`config.mk`:
```
export PLATFORM = sky130hd
export DESIGN_NAME = serial_seq_gen_flat
export DESIGN_NICKNAME = d
export VERILOG_FILES = /design/src/rtl/serial_seq_gen_if.sv /design/src/rtl/serial_seq_gen.sv /design/src/flat_wrapper.sv
export SDC_FILE = /design/constraint.sdc
export NUM_CORES = 1
export LEC_CHECK = 0
export BUFFER_PORTS_ARGS = -buffer_cell sky130_fd_sc_hd__buf_2
export CAP_MARGIN = 15
export CORE_MARGIN = 10
export CORE_UTILIZATION = 51
export CTS_CLUSTER_DIAMETER = 30
export CTS_CLUSTER_SIZE = 10
export DETAILED_ROUTE_END_ITERATION = 12
export PLACE_DENSITY = 0.72
export SLEW_MARGIN = 10
export SYNTH_ARGS = -nofsm -noshare
export SYNTH_HDL_FRONTEND = slang
export SYNTH_SLANG_ARGS = --single-unit
```
`constraint.sdc`:
```
create_clock -name clk -period 2.1 [get_ports clk]
set_input_delay 0.105 -clock clk [delete_from_list [all_inputs] [get_ports clk]]
set_output_delay 0.105 -clock clk [all_outputs]
set_load 0.05 [all_outputs]
```
`src/rtl/serial_seq_gen_if.sv`:
```
// Bus between a serial pattern source and the sequence detector it drives.
// The master side issues commands and feeds back w; the slave side is the transmitter.
interface serial_seq_gen_if #(
  parameter int MAXLEN = 16,
  parameter int LW     = 5,
  parameter int RW     = 4,
  parameter int CW     = 8
);
  logic              start;
  logic [MAXLEN-1:0] pattern;
  logic [LW-1:0]     len;
  logic [RW-1:0]     reps;
  logic              w;
  logic              j;
  logic              j_valid;
  logic              busy;
  logic              done;
  logic [CW-1:0]     hit_count;

  modport master (
    output start, pattern, len, reps, w,
    input  j, j_valid, busy, done, hit_count
  );

  modport slave (
    input  start, pattern, len, reps, w,
    output j, j_valid, busy, done, hit_count
  );
endinterface

```
`src/rtl/serial_seq_gen.sv`:
```
// Serial stimulus transmitter: shifts a latched pattern out MSB-first for a
// programmed number of passes and counts detector hits seen on w.
module serial_seq_gen #(
  parameter int   MAXLEN     = 16,
  parameter int   LW         = 5,
  parameter int   RW         = 4,
  parameter int   CW         = 8,
  parameter logic IDLE_LEVEL = 1'b0
) (
  input logic             clk,
  input logic             rst,
  serial_seq_gen_if.slave bus
);

  typedef enum logic [1:0] {IDLE, SEND, DONE} state_t;

  state_t            state_q, state_d;
  logic [MAXLEN-1:0] pat_q, pat_d;
  logic [LW-1:0]     len_q, len_d;
  logic [LW-1:0]     idx_q, idx_d;
  logic [RW-1:0]     reps_q, reps_d;
  logic [RW-1:0]     pass_q, pass_d;
  logic              j_q, j_d;
  logic              j_valid_q, j_valid_d;
  logic              busy_q, busy_d;
  logic              done_q, done_d;
  logic [CW-1:0]     hit_q, hit_d;

  logic [LW-1:0]     eff_len;
  logic [RW-1:0]     eff_reps;
  logic [MAXLEN-1:0] shifted;

  always_comb begin
    eff_len  = (bus.len > LW'(MAXLEN)) ? LW'(MAXLEN) : bus.len;
    eff_reps = (bus.reps == '0) ? RW'(1) : bus.reps;
  end

  always_comb begin
    state_d   = state_q;
    pat_d     = pat_q;
    len_d     = len_q;
    reps_d    = reps_q;
    idx_d     = idx_q;
    pass_d    = pass_q;
    j_d       = IDLE_LEVEL;
    j_valid_d = 1'b0;
    busy_d    = busy_q;
    done_d    = 1'b0;
    hit_d     = hit_q;
    shifted   = '0;

    // w is sampled in DONE too, to catch a Moore detector's lag after the final bit
    if ((state_q == SEND || state_q == DONE) && bus.w && (hit_q != '1)) begin
      hit_d = hit_q + CW'(1);
    end

    case (state_q)
      IDLE: begin
        if (bus.start) begin
          pat_d  = bus.pattern;
          len_d  = eff_len;
          reps_d = eff_reps;
          pass_d = RW'(1);
          hit_d  = '0;
          busy_d = 1'b1;
          if (eff_len != '0) begin
            state_d   = SEND;
            idx_d     = eff_len - LW'(1);
            shifted   = bus.pattern >> idx_d;
            j_d       = shifted[0];
            j_valid_d = 1'b1;
          end else begin
            state_d = DONE;
            idx_d   = '0;
            done_d  = 1'b1;
          end
        end
      end

      SEND: begin
        if (idx_q == '0) begin
          if (pass_q < reps_q) begin
            idx_d     = len_q - LW'(1);
            pass_d    = pass_q + RW'(1);
            shifted   = pat_q >> idx_d;
            j_d       = shifted[0];
            j_valid_d = 1'b1;
          end else begin
            state_d = DONE;
            done_d  = 1'b1;
          end
        end else begin
          idx_d     = idx_q - LW'(1);
          shifted   = pat_q >> idx_d;
          j_d       = shifted[0];
          j_valid_d = 1'b1;
        end
      end

      DONE: begin
        state_d = IDLE;
        busy_d  = 1'b0;
      end

      default: begin
        state_d = IDLE;
        busy_d  = 1'b0;
      end
    endcase
  end

  always_ff @(posedge clk or posedge rst) begin
    if (rst) begin
      state_q   <= IDLE;
      pat_q     <= '0;
      len_q     <= '0;
      reps_q    <= '0;
      idx_q     <= '0;
      pass_q    <= '0;
      j_q       <= IDLE_LEVEL;
      j_valid_q <= 1'b0;
      busy_q    <= 1'b0;
      done_q    <= 1'b0;
      hit_q     <= '0;
    end else begin
      state_q   <= state_d;
      pat_q     <= pat_d;
      len_q     <= len_d;
      reps_q    <= reps_d;
      idx_q     <= idx_d;
      pass_q    <= pass_d;
      j_q       <= j_d;
      j_valid_q <= j_valid_d;
      busy_q    <= busy_d;
      done_q    <= done_d;
      hit_q     <= hit_d;
    end
  end

  assign bus.j         = j_q;
  assign bus.j_valid   = j_valid_q;
  assign bus.busy      = busy_q;
  assign bus.done      = done_q;
  assign bus.hit_count = hit_q;

endmodule

```
`src/flat_wrapper.sv`:
```
// flat-port wrapper written by rule: the top's interface ports become plain ports
module serial_seq_gen_flat 
#(
  parameter int   MAXLEN     = 16,
  parameter int   LW         = 5,
  parameter int   RW         = 4,
  parameter int   CW         = 8,
  parameter logic IDLE_LEVEL = 1'b0
)
  (clk, rst, bus_start, bus_pattern, bus_len, bus_reps, bus_w, bus_j, bus_j_valid, bus_busy, bus_done, bus_hit_count);
  serial_seq_gen_if #(.MAXLEN(MAXLEN), .LW(LW), .RW(RW), .CW(CW)) bus_i ();
  input logic clk;
  input logic rst;
  input wire logic [$bits(bus_i.start)-1:0] bus_start;
  input wire logic [$bits(bus_i.pattern)-1:0] bus_pattern;
  input wire logic [$bits(bus_i.len)-1:0] bus_len;
  input wire logic [$bits(bus_i.reps)-1:0] bus_reps;
  input wire logic [$bits(bus_i.w)-1:0] bus_w;
  output wire logic [$bits(bus_i.j)-1:0] bus_j;
  output wire logic [$bits(bus_i.j_valid)-1:0] bus_j_valid;
  output wire logic [$bits(bus_i.busy)-1:0] bus_busy;
  output wire logic [$bits(bus_i.done)-1:0] bus_done;
  output wire logic [$bits(bus_i.hit_count)-1:0] bus_hit_count;
  assign bus_i.start = bus_start;
  assign bus_i.pattern = bus_pattern;
  assign bus_i.len = bus_len;
  assign bus_i.reps = bus_reps;
  assign bus_i.w = bus_w;
  assign bus_j = bus_i.j;
  assign bus_j_valid = bus_i.j_valid;
  assign bus_busy = bus_i.busy;
  assign bus_done = bus_i.done;
  assign bus_hit_count = bus_i.hit_count;
  serial_seq_gen #(.MAXLEN(MAXLEN), .LW(LW), .RW(RW), .CW(CW), .IDLE_LEVEL(IDLE_LEVEL)) u_core (.clk(clk), .rst(rst), .bus(bus_i));
endmodule
```
==> flow_summary.rst, run 1 <==
.. list-table::
   :header-rows: 1

   * - Metric
     - Value
   * - Worst-Margin Slew
     - 0.8035 ns
   * - Cell count after synthesis
     - 293
   * - Run status
     - finished clean
   * - Layer with the highest usage
     - met2
   * - Worst EP required
     - around 2.3 ns
   * - Adder-Cell Fraction of Synth Area
     - around 4.6%
   * - Clock-pin slew on the worst setup and hold paths
     - roughly 0.09 ns
   * - Number of DRC violations after detailed-routing iteration 0
     - 180
   * - Post-route clock skew
     - 0.003940 ns
   * - Core Rows
     - 26
   * - Routed wire length per instance
     - 15.77 um
   * - Inserted Clock Buffers
     - 5
   * - CP startpoint kind
     - register
   * - Chip Height
     - a little over 90 um
   * - Number of design rule violations left after detail routing
     - 0
   * - Floorplan die width
     - 93.32 um
   * - Post-Route WL
     - 6.608 mm
   * - Setup violations, final
     - 0
   * - Primary flip-flop cell chosen by synthesis mapping
     - sky130_fd_sc_hd__dfrtp_1
   * - Final clock period utilization by the worst path
     - 94.61%
   * - Worst hold-check slack
     - 0.009462 ns
   * - RSZ-0062 raised after global routing
     - no
   * - Net count reported at finish
     - 386
   * - Vias after detailed routing
     - 2300
   * - Detailed placer's ending HPWL
     - 5.003 mm
   * - VDD IR max
     - 0.8035 mV
   * - Areal power density over the cells
     - 1443 nW/um^2
   * - Root buffer selected by CTS
     - sky130_fd_sc_hd__clkbuf_8
   * - Number of max-slew violations in the final report
     - 0
   * - Max Clock Freq
     - 503.3 MHz
   * - Wire length of the first global-routing pass
     - ~11 mm
   * - Syn Std Cell Area
     - around 2700 sq um
   * - Leading cell types in the layout, fill and taps excluded
     - sky130_fd_sc_hd__nand2_1 (75), sky130_fd_sc_hd__dfrtp_1 (46), sky130_fd_sc_hd__buf_2 (40), sky130_fd_sc_hd__nor2_1 (19), sky130_fd_sc_hd__inv_1 (16)
   * - Count of input and output buffers
     - 40
   * - Combinational Power Share
     - 52.1%
   * - Fraction of layout cells with a size suffix above 1
     - 26.15%
   * - Met1 usage
     - 19.69%
   * - All-Layer GR Usage
     - 16.04%
   * - Synth unique cells
     - 38
   * - Largest net degree at the start of global routing
     - 40
   * - Final Critical Period
     - 1.987 ns
   * - Area of the core
     - ~5200 sq um
   * - Worst-path maximum fanout
     - 5
   * - Clk pwr share
     - roughly 15%
   * - Fraction of the mapped netlist area in compound gates
     - 8.763%
   * - Post-CTS setup buffers
     - 0
   * - Power Total
     - 4.764 mW
   * - Global-route track usage on met2
     - between 20% and 30%
   * - Combinational family with the most area after synthesis
     - simple AND/OR/NAND/NOR gates
   * - Maximum level of the CTS H-tree
     - 2
   * - Clock latency on the worst-skew pair
     - 0.30 ns
   * - Reg power frac
     - 32.7%
   * - Post-Synth Simple-Gate Area
     - between 20% and 30%
   * - Total grt overflow
     - 0
   * - Initial Util
     - 53.00%
   * - Number of antenna violations at the first check in global routing
     - 1
   * - Hold Crit Class
     - in2reg
   * - Crit Path Class
     - reg2reg
   * - # clock sinks
     - 48
   * - Commonest non-fill, non-tap cell in the layout
     - sky130_fd_sc_hd__nand2_1
   * - Die outline area
     - 8708 sq um
   * - Gp weighted congestion
     - roughly 0.94
   * - Async SR Flop Fraction
     - 100.0%
   * - Maximum clock insertion buffer count
     - 2
   * - Xor-xnor portion of the synthesized cell area
     - 4.473%
   * - Average instance area after synthesis
     - a little over 9 sq um
   * - Post-route core utilization
     - 63.84%
   * - Worst slew margin
     - 46.35%
   * - Switching power as a share of total power
     - 41.07%
   * - Total of warnings raised by yosys
     - 0
   * - Vias in the first global route
     - about 2400
   * - Switching power total
     - 1.957 mW
   * - Fraction of synthesized area in multiplexers
     - a little over an eighth
   * - Area Overhead vs Synth
     - 20.45%
   * - Type of destination of the critical path
     - register
   * - Mean number of vias per cell
     - 5.489
   * - Final hold violation count
     - 0
   * - Total of fill cells in the finished design
     - 440
   * - Leakage power
     - 1.599 nW
   * - Top Ports
     - 41
   * - Max-Cap Viols
     - 0
   * - Seq/Total Area, Yosys
     - a little over two fifths
   * - Crit path arrival time
     - 2.17 ns
   * - Post-synthesis sequential element count
     - 48
   * - Antenna Nets Post-Route
     - 0
   * - Number of search-and-repair iterations in the first detailed-routing pass
     - 4
   * - Routing usage on met3
     - ~3.7%
   * - Total internal power
     - 2.808 mW
   * - Clock tree from TritonCTS
     - built
   * - Count of flip-flops with a built-in enable after synthesis
     - 0
   * - Net Count, Synth
     - 332
==> flip-flops by register name, summed over array words and instances (netlist names) <==
signal,count
u_core.bus.j,1
u_core.pass_q,4
u_core.len_q,5
u_core.pat_q,16
u_core.state_q,2
u_core.idx_q,5
u_core.bus.hit_count,8
u_core.bus.j_valid,1
u_core.bus.done,1
u_core.bus.busy,1
u_core.reps_q,4
==> cell usage after synthesis, types with 8 or more instances <==
cell type,number,area share (%)
sky130_fd_sc_hd__ha_1,10,4.6
sky130_fd_sc_hd__clkbuf_1,10,1.4
sky130_fd_sc_hd__nor2_1,20,2.7
sky130_fd_sc_hd__nor3_1,9,1.6
sky130_fd_sc_hd__dfrtp_1,48,44
sky130_fd_sc_hd__xnor2_1,9,2.9
sky130_fd_sc_hd__nand3_1,8,1.5
sky130_fd_sc_hd__a21oi_1,12,2.2
sky130_fd_sc_hd__nand2_1,76,10
sky130_fd_sc_hd__mux4_2,14,12
sky130_fd_sc_hd__inv_1,17,2.3
sky130_fd_sc_hd__o21ai_0,15,2.7
==> power by group through the flow <==
stage	combinational (mW)	sequential, mW	clock (mW)
floorplan	1.66	1.65	0
global placement	2.34	1.55	0
detailed placement	2.40	1.57	0
CTS	2.41	1.55	0.736
global route	2.77	1.62	0.785
finish	2.48	1.56	0.726
==> worst max-delay path: stages (launching register included) <==
cell and delay (ns):
sky130_fd_sc_hd__dfrtp_1 0.38, sky130_fd_sc_hd__inv_1 0.06, sky130_fd_sc_hd__ha_2 0.40, sky130_fd_sc_hd__mux4_2 0.34, sky130_fd_sc_hd__mux4_2 0.49, sky130_fd_sc_hd__nand4_1 0.12, sky130_fd_sc_hd__nand3_1 0.09
==> final cells by class <==
cell class / count / area, sq um / area share, %
Antenna cell: 1 / 2.502 / 0.07579
Clock buffer: 7 / 96.34 / 2.918
Clock inverter: 1 / 30.03 / 0.9094
Inverter: 17 / 63.81 / 1.933
Multi-Input combinational cell: 218 / 1473 / 44.60
Sequential cell: 48 / 1204 / 36.45
Tap cell: 70 / 87.58 / 2.653
Timing Repair Buffer: 57 / 345.3 / 10.46
==> what timing repair did <==
| action | CTS | global route |
|---|---|---|
| resized for setup | 0 | 7 |
| hold endpoints to repair | 37 | 1 |
| setup endpoints to repair | 0 | 12 |
| hold buffers | 1 | 1 |
==> final timing paths <==
path                                             start                      endpoint  cells past startpoint  slack, ns
hold reg to reg            u_core.pat_q[9]$_DFFE_PP0P_   u_core.pat_q[9]$_DFFE_PP0P_                      2       0.51
min in group asynchronous                          rst   u_core.pat_q[0]$_DFFE_PP0P_                      3       0.50
max in group asynchronous                          rst  u_core.pat_q[10]$_DFFE_PP0P_                      4       0.98
setup / recovery           u_core.len_q[1]$_DFFE_PP0P_        u_core.bus.j$_DFF_PP0_                      6       0.11
hold / removal                          bus_pattern[4]   u_core.pat_q[4]$_DFFE_PP0P_                      3      0.009
setup reg to reg           u_core.len_q[1]$_DFFE_PP0P_        u_core.bus.j$_DFF_PP0_                      6       0.11
==> cells by family after synthesis <==
| logic type | Yosys count |
|---|---|
| buffers and inverters | 28 |
| AO/OA/AOI/OAI | 41 |
| XOR/XNOR | 14 |
| multiplexers | 19 |
| flip-flops | 48 |
| adder cells (fa/ha/maj) | 10 |
| AND/OR/NAND/NOR | 133 |
==> metal layers <==
metal	wire length (um)	share of wire, %
met2	3347	51
met4	175	2.6
met3	287	4.3
met5	0	0
met1	2798	42
==> metrics by stage <==
step | TNS (ns) | std cells | worst slack, ns | area [sq um]
detailed placement | 0 | 407 | 0.001684 | 3124
finish | 0 | 419 | 0.1132 | 3302
global placement | 0 | 407 | 0.03927 | 3124
global route | 0 | 419 | 0.009799 | 3302
CTS | 0 | 416 | 0.01641 | 3261
floorplan | -0.005013 | 293 | -0.005013 | 2755
(Power assumes the default switching activity.)
==> run 2, diff against run 1 <==
--- a/config.mk
+++ b/config.mk
@@ -5,14 +5,15 @@
 export SDC_FILE = /design/constraint.sdc
 export NUM_CORES = 1
 export LEC_CHECK = 0
+export ABC_AREA = 1
 export BUFFER_PORTS_ARGS = -buffer_cell sky130_fd_sc_hd__buf_2
 export CAP_MARGIN = 15
-export CORE_MARGIN = 10
-export CORE_UTILIZATION = 51
+export CORE_MARGIN = 3
+export CORE_UTILIZATION = 52
 export CTS_CLUSTER_DIAMETER = 30
 export CTS_CLUSTER_SIZE = 10
 export DETAILED_ROUTE_END_ITERATION = 12
-export PLACE_DENSITY = 0.72
+export PLACE_DENSITY = 0.73
 export SLEW_MARGIN = 10
 export SYNTH_ARGS = -nofsm -noshare
 export SYNTH_HDL_FRONTEND = slang
==> flow_summary.rst, run 2 <==
.. list-table::
   :header-rows: 1

   * - Metric
     - Value
   * - Post-synthesis sequential element count
     - 48 (unchanged)
   * - Sequence of cells on the critical path
     - inv_1, ha_1, inv_1, nand3_1, nand3_1, nand3_1, nand4_1, nand2_1, nand2_1, nand2_1
   * - Commonest non-fill, non-tap cell in the layout
     - sky130_fd_sc_hd__nand2_1
   * - Cell depth of the worst min-delay path
     - 3 (unchanged)
   * - Clock tree from TritonCTS
     - built
   * - Run status
     - finished clean
   * - End of the worst hold path
     - u_core.pat_q[11]$_DFFE_PP0P_
   * - Worst EP required
     - 2.30 ns (about the same)
   * - Maximum level of the CTS H-tree
     - 2 (unchanged)
   * - Place WS
     - 0.2541 ns (+0.2524 ns)
   * - Worst-path maximum fanout
     - 10 (+5)
   * - Type of destination of the critical path
     - register
   * - Initial Util
     - 55.41% (+2.4 points)
   * - Commonest cells in the netlist
     - sky130_fd_sc_hd__nand2_1 (115), sky130_fd_sc_hd__inv_1 (49), sky130_fd_sc_hd__dfrtp_1 (48)
   * - Synth unique cells
     - 32 (-16%)
   * - Mean number of vias per cell
     - 5.206 (-5.2%)
   * - Inserted Clock Buffers
     - 5 (unchanged)
   * - Register ranked first by flip-flop count
     - u_core.pat_q
   * - Cell count after synthesis
     - 400 (+37%)
   * - Reg2reg path depth
     - 10 (+4)
   * - Number of max-slew violations in the final report
     - 0 (unchanged)
   * - Launching point of the worst reg2reg path
     - u_core.len_q[0]$_DFFE_PP0P_
   * - Total grt overflow
     - 0 (unchanged)
   * - Diodes inserted
     - 0 (-1)
   * - Crit path arrival time
     - 2.01 ns (-0.16 ns)
   * - Area Overhead vs Synth
     - 13.32%
   * - Leading cell types in the layout, fill and taps excluded
     - sky130_fd_sc_hd__nand2_1 (115), sky130_fd_sc_hd__inv_1 (48), sky130_fd_sc_hd__dfrtp_1 (47), sky130_fd_sc_hd__o21ai_0 (46), sky130_fd_sc_hd__nand3_1 (44)
   * - Internal reg-to-reg setup slack
     - 0.29 ns (+0.18 ns)
   * - Fraction of layout cells with a size suffix above 1
     - 15.96% (-10 points)
   * - Wire length of the first global-routing pass
     - 11.76 mm (+3.3%)
   * - Routed wire length per instance
     - 13.18 um (-16%)
   * - Seq/Total Area, Yosys
     - 41.13% (-2.7 points)
   * - Areal power density over the cells
     - 1490 nW/um^2 (+3.2%)
   * - Hold Crit Class
     - in2reg
   * - Crit Path Class
     - reg2reg
   * - RSZ-0062 raised after global routing
     - no
   * - Post-CTS setup buffers
     - 0 (unchanged)
   * - Vias after detailed routing
     - 2681 (+17%)
   * - Final hold violation count
     - 0 (unchanged)
   * - Vias in the first global route
     - 2502 (+3.8%)
   * - Chip Height
     - 80.94 um (-13%)
   * - Post-route clock skew
     - 0.006143 ns (+0.002203 ns)
   * - CP startpoint kind
     - register
   * - Power Total
     - 4.930 mW (+3.5%)
   * - Worst reg2reg endpoint
     - u_core.bus.j$_DFF_PP0_
   * - Gp weighted congestion
     - 0.9358 (-0.57%)
   * - Die outline area
     - 6551 sq um (-25%)
   * - Fin Setup TNS
     - 0 ns (unchanged)
   * - Clock latency on the worst-skew pair
     - 0.30 ns (about the same)
   * - Maximum clock insertion buffer count
     - 2 (unchanged)
   * - Area of the core
     - 5270 sq um (+1.9%)
   * - Leakage power
     - 1.720 nW (+7.5%)
   * - Top Ports
     - 41 (unchanged)
   * - Net Count, Synth
     - 439 (+32%)
   * - Cell at the slowest stage of the critical path
     - sky130_fd_sc_hd__dfrtp_1
   * - Worst-Margin Slew
     - 0.4771 ns (-0.3264 ns)
   * - # clock sinks
     - 48 (unchanged)
   * - Primary flip-flop cell chosen by synthesis mapping
     - sky130_fd_sc_hd__dfrtp_1
   * - Detailed placer's ending HPWL
     - 5.199 mm (+3.9%)
   * - Setup violations, final
     - 0 (unchanged)
   * - Total of fill cells in the finished design
     - 499 (+13%)
   * - Total of warnings raised by yosys
     - 0 (unchanged)
   * - Number of search-and-repair iterations in the first detailed-routing pass
     - 4 (unchanged)
   * - Post-Route WL
     - 6.787 mm (+2.7%)
   * - Final Critical Period
     - 1.811 ns (-0.1755 ns)
   * - Dominant cell by count in the synthesized netlist
     - sky130_fd_sc_hd__nand2_1
   * - Startpoint of the most critical hold path
     - bus_pattern[11]
   * - Max-Cap Viols
     - 0 (unchanged)
   * - Final clock period utilization by the worst path
     - 86.25% (-8.4 points)
   * - Largest stage delay, worst path
     - 0.51 ns (+0.02 ns)
   * - Count of input and output buffers
     - 40 (unchanged)
   * - Largest net degree at the start of global routing
     - 30 (-25%)
   * - Floorplan die width
     - 80.94 um (-13%)
   * - Max FFs per register
     - 16 (unchanged)
   * - Number of design rule violations left after detail routing
     - 0 (unchanged)
   * - Async SR Flop Fraction
     - 100.0% (unchanged)
   * - Core Rows
     - 26 (unchanged)
   * - Syn Std Cell Area
     - 2920 sq um (+6.5%)
   * - Worst slew margin
     - 68.19% (+22 points)
   * - Clock-pin slew on the worst setup and hold paths
     - 0.09 ns (about the same)
   * - Final setup slack of the worst path
     - 0.2887 ns (+0.1755 ns)
   * - Top cells by area in the synthesized netlist
     - sky130_fd_sc_hd__dfrtp_1 (41%), sky130_fd_sc_hd__nand2_1 (15%), sky130_fd_sc_hd__o21ai_0 (7.9%), sky130_fd_sc_hd__nand3_1 (7.5%), sky130_fd_sc_hd__inv_1 (6.3%)
   * - Count of flip-flops with a built-in enable after synthesis
     - 0 (unchanged)
   * - All-Layer GR Usage
     - 22.98% (+6.9 points)
   * - Final Non-Filler Cells
     - 515 (+23%)
   * - Antenna Nets Post-Route
     - 0 (unchanged)
   * - Root buffer selected by CTS
     - sky130_fd_sc_hd__clkbuf_8
   * - Post-route core utilization
     - 62.80% (-1.0 points)
   * - Number of DRC violations after detailed-routing iteration 0
     - 234 (+30%)
   * - VDD IR max
     - 0.8520 mV (+6.0%)
   * - Average instance area after synthesis
     - 7.301 sq um (-22%)
   * - # placed instances
     - 506 (+24%)
   * - Area share of the leading cell type in the synthesized netlist
     - 41.13% (-2.7 points)
   * - Net count reported at finish
     - 483 (+25%)
   * - Max Clock Freq
     - 552.1 MHz (+9.7%)
   * - Library cell occupying the most area in the post-synthesis netlist
     - sky130_fd_sc_hd__dfrtp_1
   * - Number of antenna violations at the first check in global routing
     - 0 (-1)
==> run 2: critical path: cells and delay by family (launching register included) <==
family,cells,cell delay (ns)
AND/OR/NAND/NOR,7,0.55
adder cells (fa/ha/maj),1,0.37
flip-flops,1,0.51
buffers and inverters,2,0.27
==> run 2: how the worst max path moves through the flow <==
stage	end	from	cells after the start	slack, ns
finish	u_core.bus.j$_DFF_PP0_	u_core.len_q[0]$_DFFE_PP0P_	10	0.29
global route	u_core.bus.j$_DFF_PP0_	u_core.len_q[0]$_DFFE_PP0P_	10	0.08
CTS	u_core.bus.j$_DFF_PP0_	u_core.idx_q[0]$_DFFE_PP0P_	11	0.24
detailed placement	u_core.bus.j$_DFF_PP0_	u_core.idx_q[0]$_DFFE_PP0P_	11	0.25
floorplan	u_core.bus.hit_count[7]$_DFF_PP0_	u_core.bus.hit_count[1]$_DFF_PP0_	7	0.35
global placement	u_core.bus.j$_DFF_PP0_	u_core.idx_q[0]$_DFFE_PP0P_	11	0.32
==> run 2: metrics by stage <==
stage / instance area [sq um] / hold WS [ns]
after CTS: 3308 / 0.002441
after global routing: 3309 / 0.01949
final: 3309 / 0.005822
after detailed placement: 3204 / 0.05391
after global placement: 3204 / 0.05113
after floorplan: 2920 / 0.1929
==> run 2: routing by layer <==
metal	wire, um	GRT usage, %
met5	0	0
met4	64	4.561
met3	575	4.324
met2	2962	34.56
met1	3184	34.53
==> run 2: logic make-up (layout without fill, tap and decap cells) <==
| logic type | count (synthesis) | count (layout) | synth area share, % |
|---|---|---|---|
| simple gates | 187 | 187 | 27.46 |
| compound gates | 77 | 77 | 14.44 |
| buf+inv | 67 | 112 | 9.383 |
| flops | 48 | 48 | 41.13 |
| xor+xnor | 11 | 11 | 3.299 |
| fa+ha+maj | 10 | 10 | 4.284 |
==> run 2: final cells by class <==
type	instances	area, sq um	area share [%]
multi-input cells	285	1445	43.67
flip-flops and latches	48	1202	36.33
repair buffers	50	277.8	8.393
inverters	54	202.7	6.125
well taps	70	87.58	2.647
clock buffers	7	86.33	2.609
clock inverters	1	7.507	0.2268
==> run 2: timing repair <==
action / in CTS / in global routing
resized for setup: 0 / 1
setup endpoints to repair: 0 / 1
hold endpoints to repair: 10 / 0
hold buffers: 1 / 0
==> run 2: where the power goes <==
group | internal [mW] | total, mW | switching [mW]
Clock | 0.268 | 0.586 | 0.317
Combinational | 0.916 | 2.66 | 1.75
Sequential | 1.31 | 1.68 | 0.368
